## config.mk

```make
export PLATFORM = sky130hd
export DESIGN_NAME = seg_scan_decoder
export DESIGN_NICKNAME = d
export VERILOG_FILES = /design/src/rtl/seg_scan_decoder.sv
export SDC_FILE = /design/constraint.sdc
export NUM_CORES = 1
export LEC_CHECK = 0
export CAP_MARGIN = 15
export CORE_MARGIN = 2
export CORE_UTILIZATION = 39
export CTS_CLUSTER_DIAMETER = 30
export DETAILED_ROUTE_END_ITERATION = 7
export PLACE_DENSITY = 0.56
export SETUP_SLACK_MARGIN = 0.1
export SLEW_MARGIN = 5
export SYNTH_ARGS = -nofsm -noshare
export SYNTH_HDL_FRONTEND = slang
export SYNTH_SLANG_ARGS = --single-unit
```

## constraint.sdc

```tcl
create_clock -name clk -period 16.7 [get_ports clk]
set_clock_uncertainty 0.1 [all_clocks]
set_input_delay 3.34 -clock clk [delete_from_list [all_inputs] [get_ports clk]]
set_output_delay 3.34 -clock clk [all_outputs]
set_load 0.01 [all_outputs]
```

## src/rtl/seg_scan_decoder.sv

```systemverilog
// Monitor for a multiplexed 7-segment scan bus: filters each digit dwell, decodes it back to hex, and publishes 8-digit frames.
// Optional bus-idle watchdog (scan_lost) is compiled in with `define SEG_DEC_TIMEOUT_EN.
module seg_scan_decoder #(
   parameter bit SEG_ACTIVE_LOW = 1'b1,
   parameter bit DS_ACTIVE_LOW  = 1'b1,
   parameter int STABLE_CYCLES  = 16,
   parameter int TIMEOUT_CYCLES = 65536
) (
   input  logic        clk,
   input  logic        rst,
   input  logic [6:0]  num,
   input  logic [7:0]  DS,
   output logic [31:0] digits,
   output logic [7:0]  blank,
   output logic [7:0]  err,
   output logic        frame_done,
   output logic        scan_lost
);

   localparam int CW = (STABLE_CYCLES > 2) ? $clog2(STABLE_CYCLES) : 1;
   localparam logic [CW-1:0] CNT_MAX = CW'(STABLE_CYCLES - 1);

   if (STABLE_CYCLES < 2 || TIMEOUT_CYCLES < 1) begin : g_param_check
      $error("seg_scan_decoder: STABLE_CYCLES must be >= 2 and TIMEOUT_CYCLES >= 1");
   end

   logic [6:0]    num_s1_q, num_s2_q;
   logic [7:0]    ds_s1_q, ds_s2_q;
   logic [6:0]    seg_n;
   logic [7:0]    ds_n;
   logic [14:0]   pat_q;
   logic [CW-1:0] cnt_q, cnt_d;
   logic          armed_q, armed_d;
   logic          changed, try_cap, onehot, cap;
   logic [2:0]    cap_idx;
   logic [3:0]    dec_val;
   logic          dec_blank, dec_err;
   logic          idle_hit;
   logic [31:0]   stage_val_q, stage_val_d;
   logic [7:0]    stage_blank_q, stage_blank_d;
   logic [7:0]    stage_err_q, stage_err_d;
   logic [7:0]    seen_q, seen_d;
   logic [31:0]   digits_q, digits_d;
   logic [7:0]    blank_q, blank_d;
   logic [7:0]    err_q, err_d;
   logic          frame_done_q, frame_done_d;

   assign seg_n = SEG_ACTIVE_LOW ? ~num_s2_q : num_s2_q;
   assign ds_n  = DS_ACTIVE_LOW ? ~ds_s2_q : ds_s2_q;

   // One capture per dwell: armed stays set until the bus pattern changes.
   always_comb begin
      changed = ({ds_n, seg_n} != pat_q);
      cnt_d   = cnt_q;
      armed_d = armed_q;
      try_cap = 1'b0;
      if (changed) begin
         cnt_d   = '0;
         armed_d = 1'b0;
      end else begin
         if (cnt_q != CNT_MAX) cnt_d = cnt_q + 1'b1;
         if (cnt_q == CNT_MAX && !armed_q) begin
            try_cap = 1'b1;
            armed_d = 1'b1;
         end
      end
   end

   always_comb begin
      onehot  = (ds_n != 8'd0) && ((ds_n & (ds_n - 8'd1)) == 8'd0);
      cap     = try_cap && onehot;
      cap_idx = '0;
      for (int i = 0; i < 8; i++) begin
         if (ds_n[i]) cap_idx = 3'(i);
      end
   end

   always_comb begin
      dec_val   = 4'h0;
      dec_blank = 1'b0;
      dec_err   = 1'b0;
      case (seg_n)
         7'h3F: dec_val = 4'h0;
         7'h06: dec_val = 4'h1;
         7'h5B: dec_val = 4'h2;
         7'h4F: dec_val = 4'h3;
         7'h66: dec_val = 4'h4;
         7'h6D: dec_val = 4'h5;
         7'h7D: dec_val = 4'h6;
         7'h07: dec_val = 4'h7;
         7'h7F: dec_val = 4'h8;
         7'h6F: dec_val = 4'h9;
         7'h77: dec_val = 4'hA;
         7'h7C: dec_val = 4'hB;
         7'h39: dec_val = 4'hC;
         7'h5E: dec_val = 4'hD;
         7'h79: dec_val = 4'hE;
         7'h71: dec_val = 4'hF;
         7'h00: dec_blank = 1'b1;
         default: dec_err = 1'b1;
      endcase
   end

   // Publishing reads the staging registers before this cycle's capture lands,
   // so a capture in the copy cycle belongs to the next frame.
   always_comb begin
      stage_val_d   = stage_val_q;
      stage_blank_d = stage_blank_q;
      stage_err_d   = stage_err_q;
      seen_d        = seen_q;
      digits_d      = digits_q;
      blank_d       = blank_q;
      err_d         = err_q;
      frame_done_d  = 1'b0;
      if (seen_q == 8'hFF) begin
         digits_d     = stage_val_q;
         blank_d      = stage_blank_q;
         err_d        = stage_err_q;
         frame_done_d = 1'b1;
         seen_d       = '0;
      end
      if (idle_hit && !cap) seen_d = '0;
      if (cap) begin
         stage_val_d[{cap_idx, 2'b00} +: 4] = dec_val;
         stage_blank_d[cap_idx]             = dec_blank;
         stage_err_d[cap_idx]               = dec_err;
         seen_d[cap_idx]                    = 1'b1;
      end
   end

   always_ff @(posedge clk or posedge rst) begin
      if (rst) begin
         num_s1_q      <= '0;
         num_s2_q      <= '0;
         ds_s1_q       <= '0;
         ds_s2_q       <= '0;
         pat_q         <= '0;
         cnt_q         <= '0;
         armed_q       <= 1'b0;
         stage_val_q   <= '0;
         stage_blank_q <= '0;
         stage_err_q   <= '0;
         seen_q        <= '0;
         digits_q      <= '0;
         blank_q       <= '0;
         err_q         <= '0;
         frame_done_q  <= 1'b0;
      end else begin
         num_s1_q      <= num;
         num_s2_q      <= num_s1_q;
         ds_s1_q       <= DS;
         ds_s2_q       <= ds_s1_q;
         pat_q         <= {ds_n, seg_n};
         cnt_q         <= cnt_d;
         armed_q       <= armed_d;
         stage_val_q   <= stage_val_d;
         stage_blank_q <= stage_blank_d;
         stage_err_q   <= stage_err_d;
         seen_q        <= seen_d;
         digits_q      <= digits_d;
         blank_q       <= blank_d;
         err_q         <= err_d;
         frame_done_q  <= frame_done_d;
      end
   end

`ifdef SEG_DEC_TIMEOUT_EN
   localparam int IW = $clog2(TIMEOUT_CYCLES + 1);
   localparam logic [IW-1:0] IDLE_MAX = IW'(TIMEOUT_CYCLES);

   logic [IW-1:0] idle_q, idle_d;
   logic          scan_lost_q, scan_lost_d;

   // Idle counter saturates at the limit, holding seen cleared until traffic returns.
   always_comb begin
      idle_hit    = (idle_q == IDLE_MAX);
      idle_d      = idle_q;
      scan_lost_d = scan_lost_q;
      if (cap) begin
         idle_d      = '0;
         scan_lost_d = 1'b0;
      end else if (idle_hit) begin
         scan_lost_d = 1'b1;
      end else begin
         idle_d = idle_q + 1'b1;
      end
   end

   always_ff @(posedge clk or posedge rst) begin
      if (rst) begin
         idle_q      <= '0;
         scan_lost_q <= 1'b0;
      end else begin
         idle_q      <= idle_d;
         scan_lost_q <= scan_lost_d;
      end
   end

   assign scan_lost = scan_lost_q;
`else
   assign idle_hit  = 1'b0;
   assign scan_lost = 1'b0;
`endif

   assign digits     = digits_q;
   assign blank      = blank_q;
   assign err        = err_q;
   assign frame_done = frame_done_q;

endmodule
```

Word level (Yosys, flattened, before mapping)
Index checks and enable logic that the tools add are counted.
- add/sub/neg operators: 3
- $lt $le $gt $ge: 2
- equal/unequal tests: 20
- shift-type cells: 2
- muxes and demuxes: 24
- bitwise logic cells: 4
- reductions and logical operators: 11
- operators with widths (cell ; number):
    $eq 7x7->1 const B ; 12
    $pmux 4 s15 ; 1
    $bwmux 32 ; 1
    $shift 4x7->32 const A ; 1
    $shiftx 4x7->32 ; 1
    $mux 3 ; 6
    $reduce_or 17->1 ; 1
    $bwmux 8 ; 2
    $mux 8 ; 2
    $ne 15x15->1 ; 1
    $eq 7x3->1 const B ; 2
    $eq 7x6->1 const B ; 2
    $mux 1 ; 9
    $and 8x8->8 ; 1
    $eq 8x8->1 const B ; 1
    $logic_not 8->1 ; 1
    $mux 4 ; 2
    $not 8->8 ; 1
    $or 8x8->8 ; 1
    $reduce_bool 8->1 ; 1
    $sub 8x1->8 const B ; 1
    $logic_not 7->1 ; 1
    $neg 5->7 ; 1
    $not 7->7 ; 1
    9 further kinds ; 13
- bits in registers: 155

Depth between registers and ports, before layout
- depth after elaboration: 14
- mapped depth: 10
- gate-level depth less buffers: 9

Worst setup path after synthesis
Ideal clock, no wire load.
- kind: register -> output
- start point: reg blank_q[0], in the netlist blank[0]
- end point: out blank[0]
- data arrival time: 0.385 ns
- data required time: 13.260 ns
- path slack: 12.875 ns
- stages on the path, launching flop included: 1
- cell sequence: dfrtp_1
- RTL lines (element ; line ; RTL):
    start, declared ; 44 ; logic [7:0] blank_q, blank_d;
    start signal, assigned ; 161 ; blank_q <= blank_d;
    end, declared ; 14 ; output logic [7:0] blank,
No word-level cell between the ends.

==> impl_results.md <==
* Status: finished, final reports clean
* Max Slew Vio Count at 0
* Vias in the first global route at around 4400
* Crit end category: async pin
* Hold Crit Class: reg -> reg
* Worst path arrival time at 5.25 ns
* Power Dens Cells at between 100 and 150 nW/um^2
* Hold buffers post-CTS at 0
* Max-cap viol count at 0
* Slew margin rel. at 0.3923
* Final period utilization at 0.2948
* Largest net degree at the start of global routing at between 80 and 90
* Nature of the critical path startpoint: input pin
* Crit-path cells: clkdlybuf4s50_1, inv_6, buf_4
* Clock sink count at 155
* Final hold viol count at 0
* Filler instances at 1482
* All-Layer GR Usage at 0.1621
* Static leakage at 0.003810 uW
* Core box area at around 17000 sq um
* Die height at 133.6 um
* Flops & latches, synth at between 150 and 200
* Clock Latency Late Sink at between 0.4 and 0.5 ns
* Via count at between 4000 and 5000
* Synthesized area per cell at roughly 11 sq um
* Worst-path clk slew at about 0.060 ns
* Placed cell areas at 7357 sq um
* DRT Pass-1 Iters at 5
* Post-DRT Antenna Nets at 0
* Die area at between 15000 and 20000 sq um
* Die width at around 130 um
* Synthesis-to-layout area growth at 21.61%
* Initial DRC count at approximately 190
* Clock root buffer: clkbuf_16
* Crit Path Max Fanout at roughly 80
* Async S/R FF share, synth at 1.000
* First-pass GRT wire length at about 23 mm
* PostCTS Resize Cnt at 0
* Max incr delay on CP at 0.82 ns
* Syn_nets at 592
* CTS tree: yes
* Net count, final at roughly 650
* Final HPWL DP at between 9 and 10 mm
* Row cnt at 47
* Gate Count Post-Synth at 571
* Initial antenna violation count at 0
* CP bufs+invs at 3
* Synth Flop Type: dfrtp_1
* Sequential area share after synthesis at 0.5918
* Num CTS Buffers at 17
* Delay-heaviest family, CP: buffers and inverters
* GP Congestion at 0.8266
* Vias per cell at between 4 and 5
* DRC viols at 0
* Ys Warns at 0
* Post-Route WL at 12.97 mm
* Initial core utilization at 0.3966
* Grt ovf at 0
* Share of cells above drive strength 1 at 0.1507
* Maximum root-to-sink buffer count at 2
* VDD IR-drop max at around 0.070 mV
* Slew @ Worst Pin at roughly 0.91 ns
* Critical-path top delay cell: buf_4
* Fmax at ~200 MHz
* Min Tclk post-route at about 5 ns
* Setup-failing EPs final at 0
* Design area at approximately 8000 sq um
* Synth unique cells at 60
* Setup bufs post-CTS at 0
* Routed length per instance at 15.13 um
* CTS H-tree depth at 4
* Cell area after synthesis at between 6000 and 7000 sq um
* Setup CP Type: in -> async
* Antenna diodes at 0
* Number of flops mapped to enable cells by yosys at 0
* I/O Pins at between 60 and 70
* RSZ-0062 raised after global routing: no
* Buffers on Ports at 65
* Worst endpoint required time at approximately 17 ns
* Setup tns final at 0 ns
==> final cells by class <==
class,count,area [sq um],share of cell area
sequential,155,3879,0.4867
clock buffer,21,470.5,0.05903
inverter,26,102.6,0.01287
clock inverter,8,142.6,0.01790
tap,220,275.3,0.03454
multi-input combinational,359,2427,0.3046
timing repair buffer,68,673.1,0.08446
==> cells by family after synthesis <==
| family | share of synthesized area |
|---|---|
| flip-flops | 0.5918 |
| multiplexers | 0.08286 |
| AND/OR/NAND/NOR | 0.2031 |
| AO/OA/AOI/OAI | 0.05346 |
| other | 0.0005722 |
| buffers and inverters | 0.03780 |
| adder cells (fa/ha/maj) | 0.007637 |
| XOR/XNOR | 0.02272 |
==> synthesized netlist by cell type, drive strengths merged (2+ instances only) <==
library cell	number	area [sq um]
nand2	144	540.5
nor4	19	282.8
o21ai	13	65.06
ha	4	50.05
o211ai	9	67.56
mux2i	7	70.07
and3b	4	35.03
a21o	8	60.06
and4	2	17.52
nor2b	4	25.02
mux2	42	473.0
clkbuf	18	67.56
nand4	9	71.32
buf	13	82.58
nor2	12	45.04
or2	3	18.77
a31oi	2	12.51
xnor2	17	148.9
nand2b	2	12.51
nand3	5	25.02
dfrtp	155	3879
a211oi	3	22.52
nor3	16	111.4
and2	5	31.28
a21oi	2	10.01
nor3b	4	30.03
or4	2	15.01
nand3b	2	15.01
inv	25	93.84
==> report_power, final <==
group	internal (uW)	total (uW)	switching, uW
registers	381	389	7.35
clock network	258	401	142
logic	11.2	31.1	19.9
==> cells in the final DEF, fill, tap and decap left out, types with 7 or more instances in the layout <==
master             n
dfrtp_1          155
o211ai_1           9
xnor2_1           17
mux2_2            38
clkbuf_16         17
nor4_4             8
clkdlybuf4s50_1   65
nor2_1            12
nand4_1            8
nand2_1          144
a21o_1             8
o21ai_0           12
nor3_1            11
inv_1             24
mux2i_1            7
nor4_2             7
==> worst paths after layout <==
path                             startpoint               to  slack [ns]  cells past startpoint
worst max-delay path                    rst       ds_s2_q[7]       11.78                      3
worst min-delay path            num_s1_q[0]      num_s2_q[0]        0.25                      0
worst max register to register   ds_s2_q[6]  stage_val_q[18]       13.48                      9
worst min register to register  num_s1_q[0]      num_s2_q[0]        0.25                      0
max in group clk                  digits[7]        digits[7]       11.94                      1
min in group asynchronous               rst        digits[5]        3.32                      2
==> layer usage <==
| layer | vias to the layer above | track usage | wire length (um) |
|---|---|---|---|
| li1 | 2045 | - | - |
| met1 | 2117 | 0.2292 | 6394 |
| met2 | 81 | 0.2454 | 5988 |
| met3 | 15 | 0.03463 | 414 |
| met4 | 0 | 0.06383 | 170 |
| met5 | - | 0 | 0 |
==> through the flow <==
stage	hold slack [ns]	utilization	setup slack (ns)	instances	power (uW)
2_1_floorplan	0.2312	-	9.082	571	416.6
3_3_place_gp	0.2346	0.4452	11.27	828	426.1
3_5_place_dp	0.2347	0.4452	11.22	828	427.1
4_1_cts	0.2479	0.4823	11.68	857	830.3
5_1_grt	0.2522	0.4823	11.44	857	852.7
6_report	0.2460	0.4823	11.78	857	820.1
==> registers in the layout, indices dropped and copies added (netlist names), 8 cells and up <==
register	flops
blank	8
digits	32
ds_s1_q	8
ds_s2_q	8
err	8
pat_q	15
seen_q	8
stage_blank_q	8
stage_err_q	8
stage_val_q	32
Note: power is estimated with default switching activity, not from simulation.
==> patch 1 (config.mk and constraints unchanged) <==
`stage_val_q`, `stage_blank_q` and `stage_err_q` no longer have a reset.
--- a/src/rtl/seg_scan_decoder.sv
+++ b/src/rtl/seg_scan_decoder.sv
@@ -137,9 +137,6 @@
          pat_q         <= '0;
          cnt_q         <= '0;
          armed_q       <= 1'b0;
-         stage_val_q   <= '0;
-         stage_blank_q <= '0;
-         stage_err_q   <= '0;
          seen_q        <= '0;
          digits_q      <= '0;
          blank_q       <= '0;
@@ -153,15 +150,18 @@
          pat_q         <= {ds_n, seg_n};
          cnt_q         <= cnt_d;
          armed_q       <= armed_d;
-         stage_val_q   <= stage_val_d;
-         stage_blank_q <= stage_blank_d;
-         stage_err_q   <= stage_err_d;
          seen_q        <= seen_d;
          digits_q      <= digits_d;
          blank_q       <= blank_d;
          err_q         <= err_d;
          frame_done_q  <= frame_done_d;
       end
+   end
+
+   always_ff @(posedge clk) begin
+      stage_val_q   <= stage_val_d;
+      stage_blank_q <= stage_blank_d;
+      stage_err_q   <= stage_err_d;
    end
 
 `ifdef SEG_DEC_TIMEOUT_EN
Behaviour: no difference found for any inputs over 10 cycles, from zero or initial values and one cycle with rst high; that may be too few to reach the edited logic, so the function may still have changed.
==> patch 1 against the unedited design <==
Count of clock-buffer cells in the layout is 1 higher. Sequential cell count stayed put. Setup slack better by 0.14 ns. Global-route usage is 1.4 points lower. Area after synthesis is 6.8% lower. Via count is 7.0% lower. Combinational power is 3% lower. Power is 1.5% lower. Critical path depth is 2 lower. Core utilization is 0.83 points higher. Routed wire length is 13% lower. Final area is 6.1% lower. Largest cell class unchanged. Largest power group is now registers.
==> patch 1: results (changes against the unedited design) <==
| Metric | Value |
|---|---|
| Worst r2r src | ds_s2_q[4] |
| Worst-path fanout max | 2 (-98%) |
| Number of flops mapped to enable cells by yosys | 48 (+48) |
| Leakage Power | 3.24 nW (-15%) |
| Clk pwr share | 46.4% (-2.4 points) |
| Area of the multi-input gates | 1770 um^2 (-27%) |
| Hold Path End | ds_s2_q[7] |
| Mapped Cells | 550 (-3.7%) |
| Slew margin rel. | 14.2% (-25 points) |
| ClkCell Share | 7.79% (+0.096 points) |
| Status | completed |
| Peak VDD IR | 67.4 uV (-3.4%) |
| FF-to-FF End | stage_val_q[10] |
| Overall global routing resource usage | 14.8% (-1.4 points) |
| Initial DRC Count | 227 (+17%) |
| Inverters | 19 (-27%) |
| Synth async-reset ratio | 69.0% (-31 points) |
| Fraction of layout cells with a size suffix above 1 | 7.56% (-7.5 points) |
| Routability Congestion | 0.800 (-3.2%) |
| Reg2reg setup slack | 13.69 ns (+0.21 ns) |
| Final nets | 630 (-2.8%) |
| Fillers | 1386 (-6.5%) |
| Slowest CP cell | clkdlybuf4s50_1 |
| Syn Nets | 571 (-3.5%) |
| Number of global-route vias before repair | 3883 (-11%) |
| First-pass GRT wire length | 18900 um (-16%) |
| Net Sw Frac | 21.2% (+0.56 points) |
| Commonest cells in the netlist | nand2_1 (165), dfrtp_1 (107), edfxtp_1 (48), nor2_1 (43), nor3_1 (22) |
| Library cells used by synthesis | 48 (-20%) |
| Largest stage delay, worst path | 0.55 ns (-0.27 ns) |
| Pin count of the biggest net entering global routing | 66 (-20%) |
| Data arrival, critical path | 1.34 ns (-3.91 ns) |
| Final Hold Vio Count | 0 (unchanged) |
| Data buffer area share | 8.99% (+0.55 points) |
| Seq/Total Area, Yosys | 67.4% (+8.2 points) |
| Drt wl/cell | 13.5 um (-11%) |
| Synth area leaders | dfrtp_1 (44%), edfxtp_1 (24%), nand2_1 (10%) |
| Hold path start | ds_s1_q[7] |
| Via count | 3958 (-7.0%) |
| Final std cells w/o fill | 833 (-2.8%) |
==> patch 1: per-stage QoR <==
step | hold slack [ns] | setup slack (ns) | instance area (um^2) | util (%)
global route | 0.253 | 11.80 | 7490 | 49.1
global placement | 0.232 | 11.60 | 6900 | 45.2
finish | 0.243 | 11.92 | 7490 | 49.1
detailed placement | 0.235 | 11.52 | 6900 | 45.2
floorplan | 0.231 | 10.44 | 6110 | -
CTS | 0.248 | 11.88 | 7490 | 49.1
==> patch 1: power groups by stage <==
stage | logic, mW | registers [mW] | clock network (mW)
floorplan | 0.0253 | 0.405 | 0
global placement | 0.0300 | 0.410 | 0
detailed placement | 0.0305 | 0.410 | 0
CTS | 0.0307 | 0.403 | 0.385
global route | 0.0343 | 0.403 | 0.402
finish | 0.0301 | 0.403 | 0.375
==> patch 1: cell families (layout without fill, tap and decap cells) <==
family	after synthesis	after routing	synth area share (%)
other	1	1	0.0614
multiplexers	2	2	0.328
XOR/XNOR	17	17	2.44
flip-flops	155	155	67.4
adder cells (fa/ha/maj)	4	4	0.819
AO/OA/AOI/OAI	38	38	4.47
buffers and inverters	47	119	3.54
AND/OR/NAND/NOR	286	286	20.9
==> patch 1: how the worst max path moves through the flow <==
stage	startpoint	endpoint	slack, ns	cells after the start
after floorplan	rst	armed_q	10.44	1
after CTS	digits[29]	digits[29]	11.88	1
final	digits[29]	digits[29]	11.92	1
after global placement	rst	err[2]	11.60	3
after global routing	rst	pat_q[10]	11.80	3
after detailed placement	rst	ds_s1_q[1]	11.52	3
==> patch 1: layer usage <==
layer | track usage [%] | vias up | wire length (um)
met5 | 0 | - | 0
met4 | 6.84 | 0 | 76
met3 | 4.29 | 4 | 411
met2 | 22.7 | 75 | 5390
met1 | 19.7 | 1928 | 5380
li1 | - | 1951 | -
==> patch 2 (config.mk and constraints unchanged) <==
Without the edit above. The parameter `DS_ACTIVE_LOW` goes from 1'b1 to 1'b0.
--- a/src/rtl/seg_scan_decoder.sv
+++ b/src/rtl/seg_scan_decoder.sv
@@ -2,7 +2,7 @@
 // Optional bus-idle watchdog (scan_lost) is compiled in with `define SEG_DEC_TIMEOUT_EN.
 module seg_scan_decoder #(
    parameter bit SEG_ACTIVE_LOW = 1'b1,
-   parameter bit DS_ACTIVE_LOW  = 1'b1,
+   parameter bit DS_ACTIVE_LOW  = 1'b0,
    parameter int STABLE_CYCLES  = 16,
    parameter int TIMEOUT_CYCLES = 65536
 ) (
Formal check against the unedited RTL: no difference found for any inputs over 10 cycles, from zero or initial values and one cycle with rst high; that may be too few to reach the edited logic, so the function may still have changed.
==> patch 2 against the unedited design <==
Setup slack worse by 0.067 ns. Final area down 4.0%. Sequential power about the same. Core utilization up 0.45 points. Non-clock buffer count up 2. Area after synthesis down 5.1%. Routed wire length down 6.4%. Power down 4.4%. Sequential cell count unchanged. Clock power down 8.0%. First-iteration DRC count down 17%. Register-to-register slack better by 0.09 ns. Critical path type unchanged. Largest cell class unchanged. Largest power group is now registers. Highest routed layer unchanged.
==> patch 2: results (changes against the unedited design) <==
| Metric | Value |
|---|---|
| Status | completed |
| Vias per Instance | 4.80 (-3.4%) |
| Overall global routing resource usage | 15.8% (-0.43 points) |
| Leakage Power | 3.73 nW (-2.0%) |
| Routability Congestion | 0.798 (-3.4%) |
| Mapped Cells | 542 (-5.1%) |
| Fraction of layout cells with a size suffix above 1 | 12.9% (-2.1 points) |
| Final std cells w/o fill | 835 (-2.6%) |
| Primary FF master, synth | dfrtp_1 |
| Post-CTS setup repair buffer count | 0 (unchanged) |
| Synth warn | 0 (unchanged) |
| H-tree levels | 4 (unchanged) |
| Dpl cells | 804 (-2.9%) |
| Commonest cells in the netlist | dfrtp_1 (155), nand2_1 (130), inv_1 (28), mux2_2 (24) |
| Syn Nets | 563 (-4.9%) |
| TritonCTS buffer count | 17 (unchanged) |
| Antenna violations before repair | 0 (unchanged) |
| Reg2reg setup slack | 13.57 ns (+0.09 ns) |
| Post-DP HPWL | 8310 um (-8.2%) |
| Pin count of the biggest net entering global routing | 81 (-2.4%) |
| Number of global-route vias before repair | 4128 (-5.1%) |
| Placed instance area | 7080 um^2 (-3.7%) |
| Least-Margin Pin Slew | 1.07 ns (+0.162 ns) |
| Peak VDD IR | 67.0 uV (-4.0%) |
| Fillers | 1417 (-4.4%) |
| Slowest CP cell | buf_4 |
| First-pass GRT wire length | 20600 um (-8.7%) |
| Worst-path fanout max | 80 (-2.4%) |
| Drt first pass iters | 4 (-1) |
| Initial DRC Count | 161 (-17%) |
| Data arrival, critical path | 5.29 ns (+0.04 ns) |
| Final nets | 628 (-3.1%) |
| Clock-pin transition on the worst setup and hold timing paths | 0.06 ns (about the same) |
| Root Buffer | clkbuf_16 |
| Synth area leaders | dfrtp_1 (62%), nand2_1 (7.8%), mux2_2 (4.3%) |
| Library cells used by synthesis | 53 (-12%) |
| Drt wl/cell | 14.5 um (-4.0%) |
| Synth async-reset ratio | 100% (unchanged) |
| Seq/Total Area, Yosys | 62.3% (+3.2 points) |
patch 2: cell types whose count changed after synthesis, moves of 9 or more:
cell / unedited run / this run
mux2_2: 38 / 24
nand2_1: 144 / 130
mux2i_1: 7 / 18
o211ai_1: 9 / 0
xor2_1: 0 / 9
patch 2: worst paths after layout:
path	from	endpoint	cells after the start
worst max-delay path	rst	digits[1]	3
worst min-delay path	num_s1_q[1]	num_s2_q[1]	0
worst max register to register	ds_n[1]	stage_val_q[24]	10
worst min register to register	num_s1_q[1]	num_s2_q[1]	0
max in group clk	digits[0]	digits[0]	1
min in group asynchronous	rst	num_s1_q[6]	2
patch 2: cells by family after synthesis:
| group | synth area share [%] |
|---|---|
| other | 0.0603 |
| buffers and inverters | 3.42 |
| AND/OR/NAND/NOR | 17.0 |
| multiplexers | 8.87 |
| adder cells (fa/ha/maj) | 0.804 |
| flip-flops | 62.3 |
| AO/OA/AOI/OAI | 4.99 |
| XOR/XNOR | 2.53 |
patch 2: metal layers:
| layer | vias to the layer above | GRT usage, % | wire, um |
|---|---|---|---|
| li1 | 1945 | - | - |
| met2 | 59 | 25.3 | 5760 |
| met3 | 16 | 3.94 | 375 |
| met5 | - | 0 | 0 |
| met1 | 1988 | 20.8 | 5790 |
| met4 | 0 | 6.07 | 203 |
patch 2: report_power, final:
| group | internal [mW] | total (mW) | switching [mW] |
|---|---|---|---|
| clock network | 0.222 | 0.369 | 0.147 |
| logic | 0.0103 | 0.0276 | 0.0173 |
| registers | 0.381 | 0.388 | 0.00712 |
| total | 0.613 | 0.784 | 0.171 |
patch 2: worst max-delay path, delay by kind of cell:
kind                   cells  cell delay, ns
buffers and inverters      3            1.81
patch 2: final cells by class:
class	instances	area share, %
Multi-Input combinational cell	335	28.0
Clock buffer	19	5.79
Clock inverter	12	1.62
Tap cell	216	3.53
Sequential cell	155	50.7
Timing Repair Buffer	70	8.96
Inverter	28	1.44
patch 2: stage by stage:
stage          util [%]  setup WS, ns  hold WS [ns]  total power, mW
3_5_place_dp       45.1         11.13         0.237            0.424
4_1_cts            48.7         11.59         0.251            0.795
2_1_floorplan         -          9.08         0.231            0.413
5_1_grt            48.7         11.39         0.252            0.816
6_report           48.7         11.71         0.249            0.784
3_3_place_gp       45.0         11.21         0.232            0.422
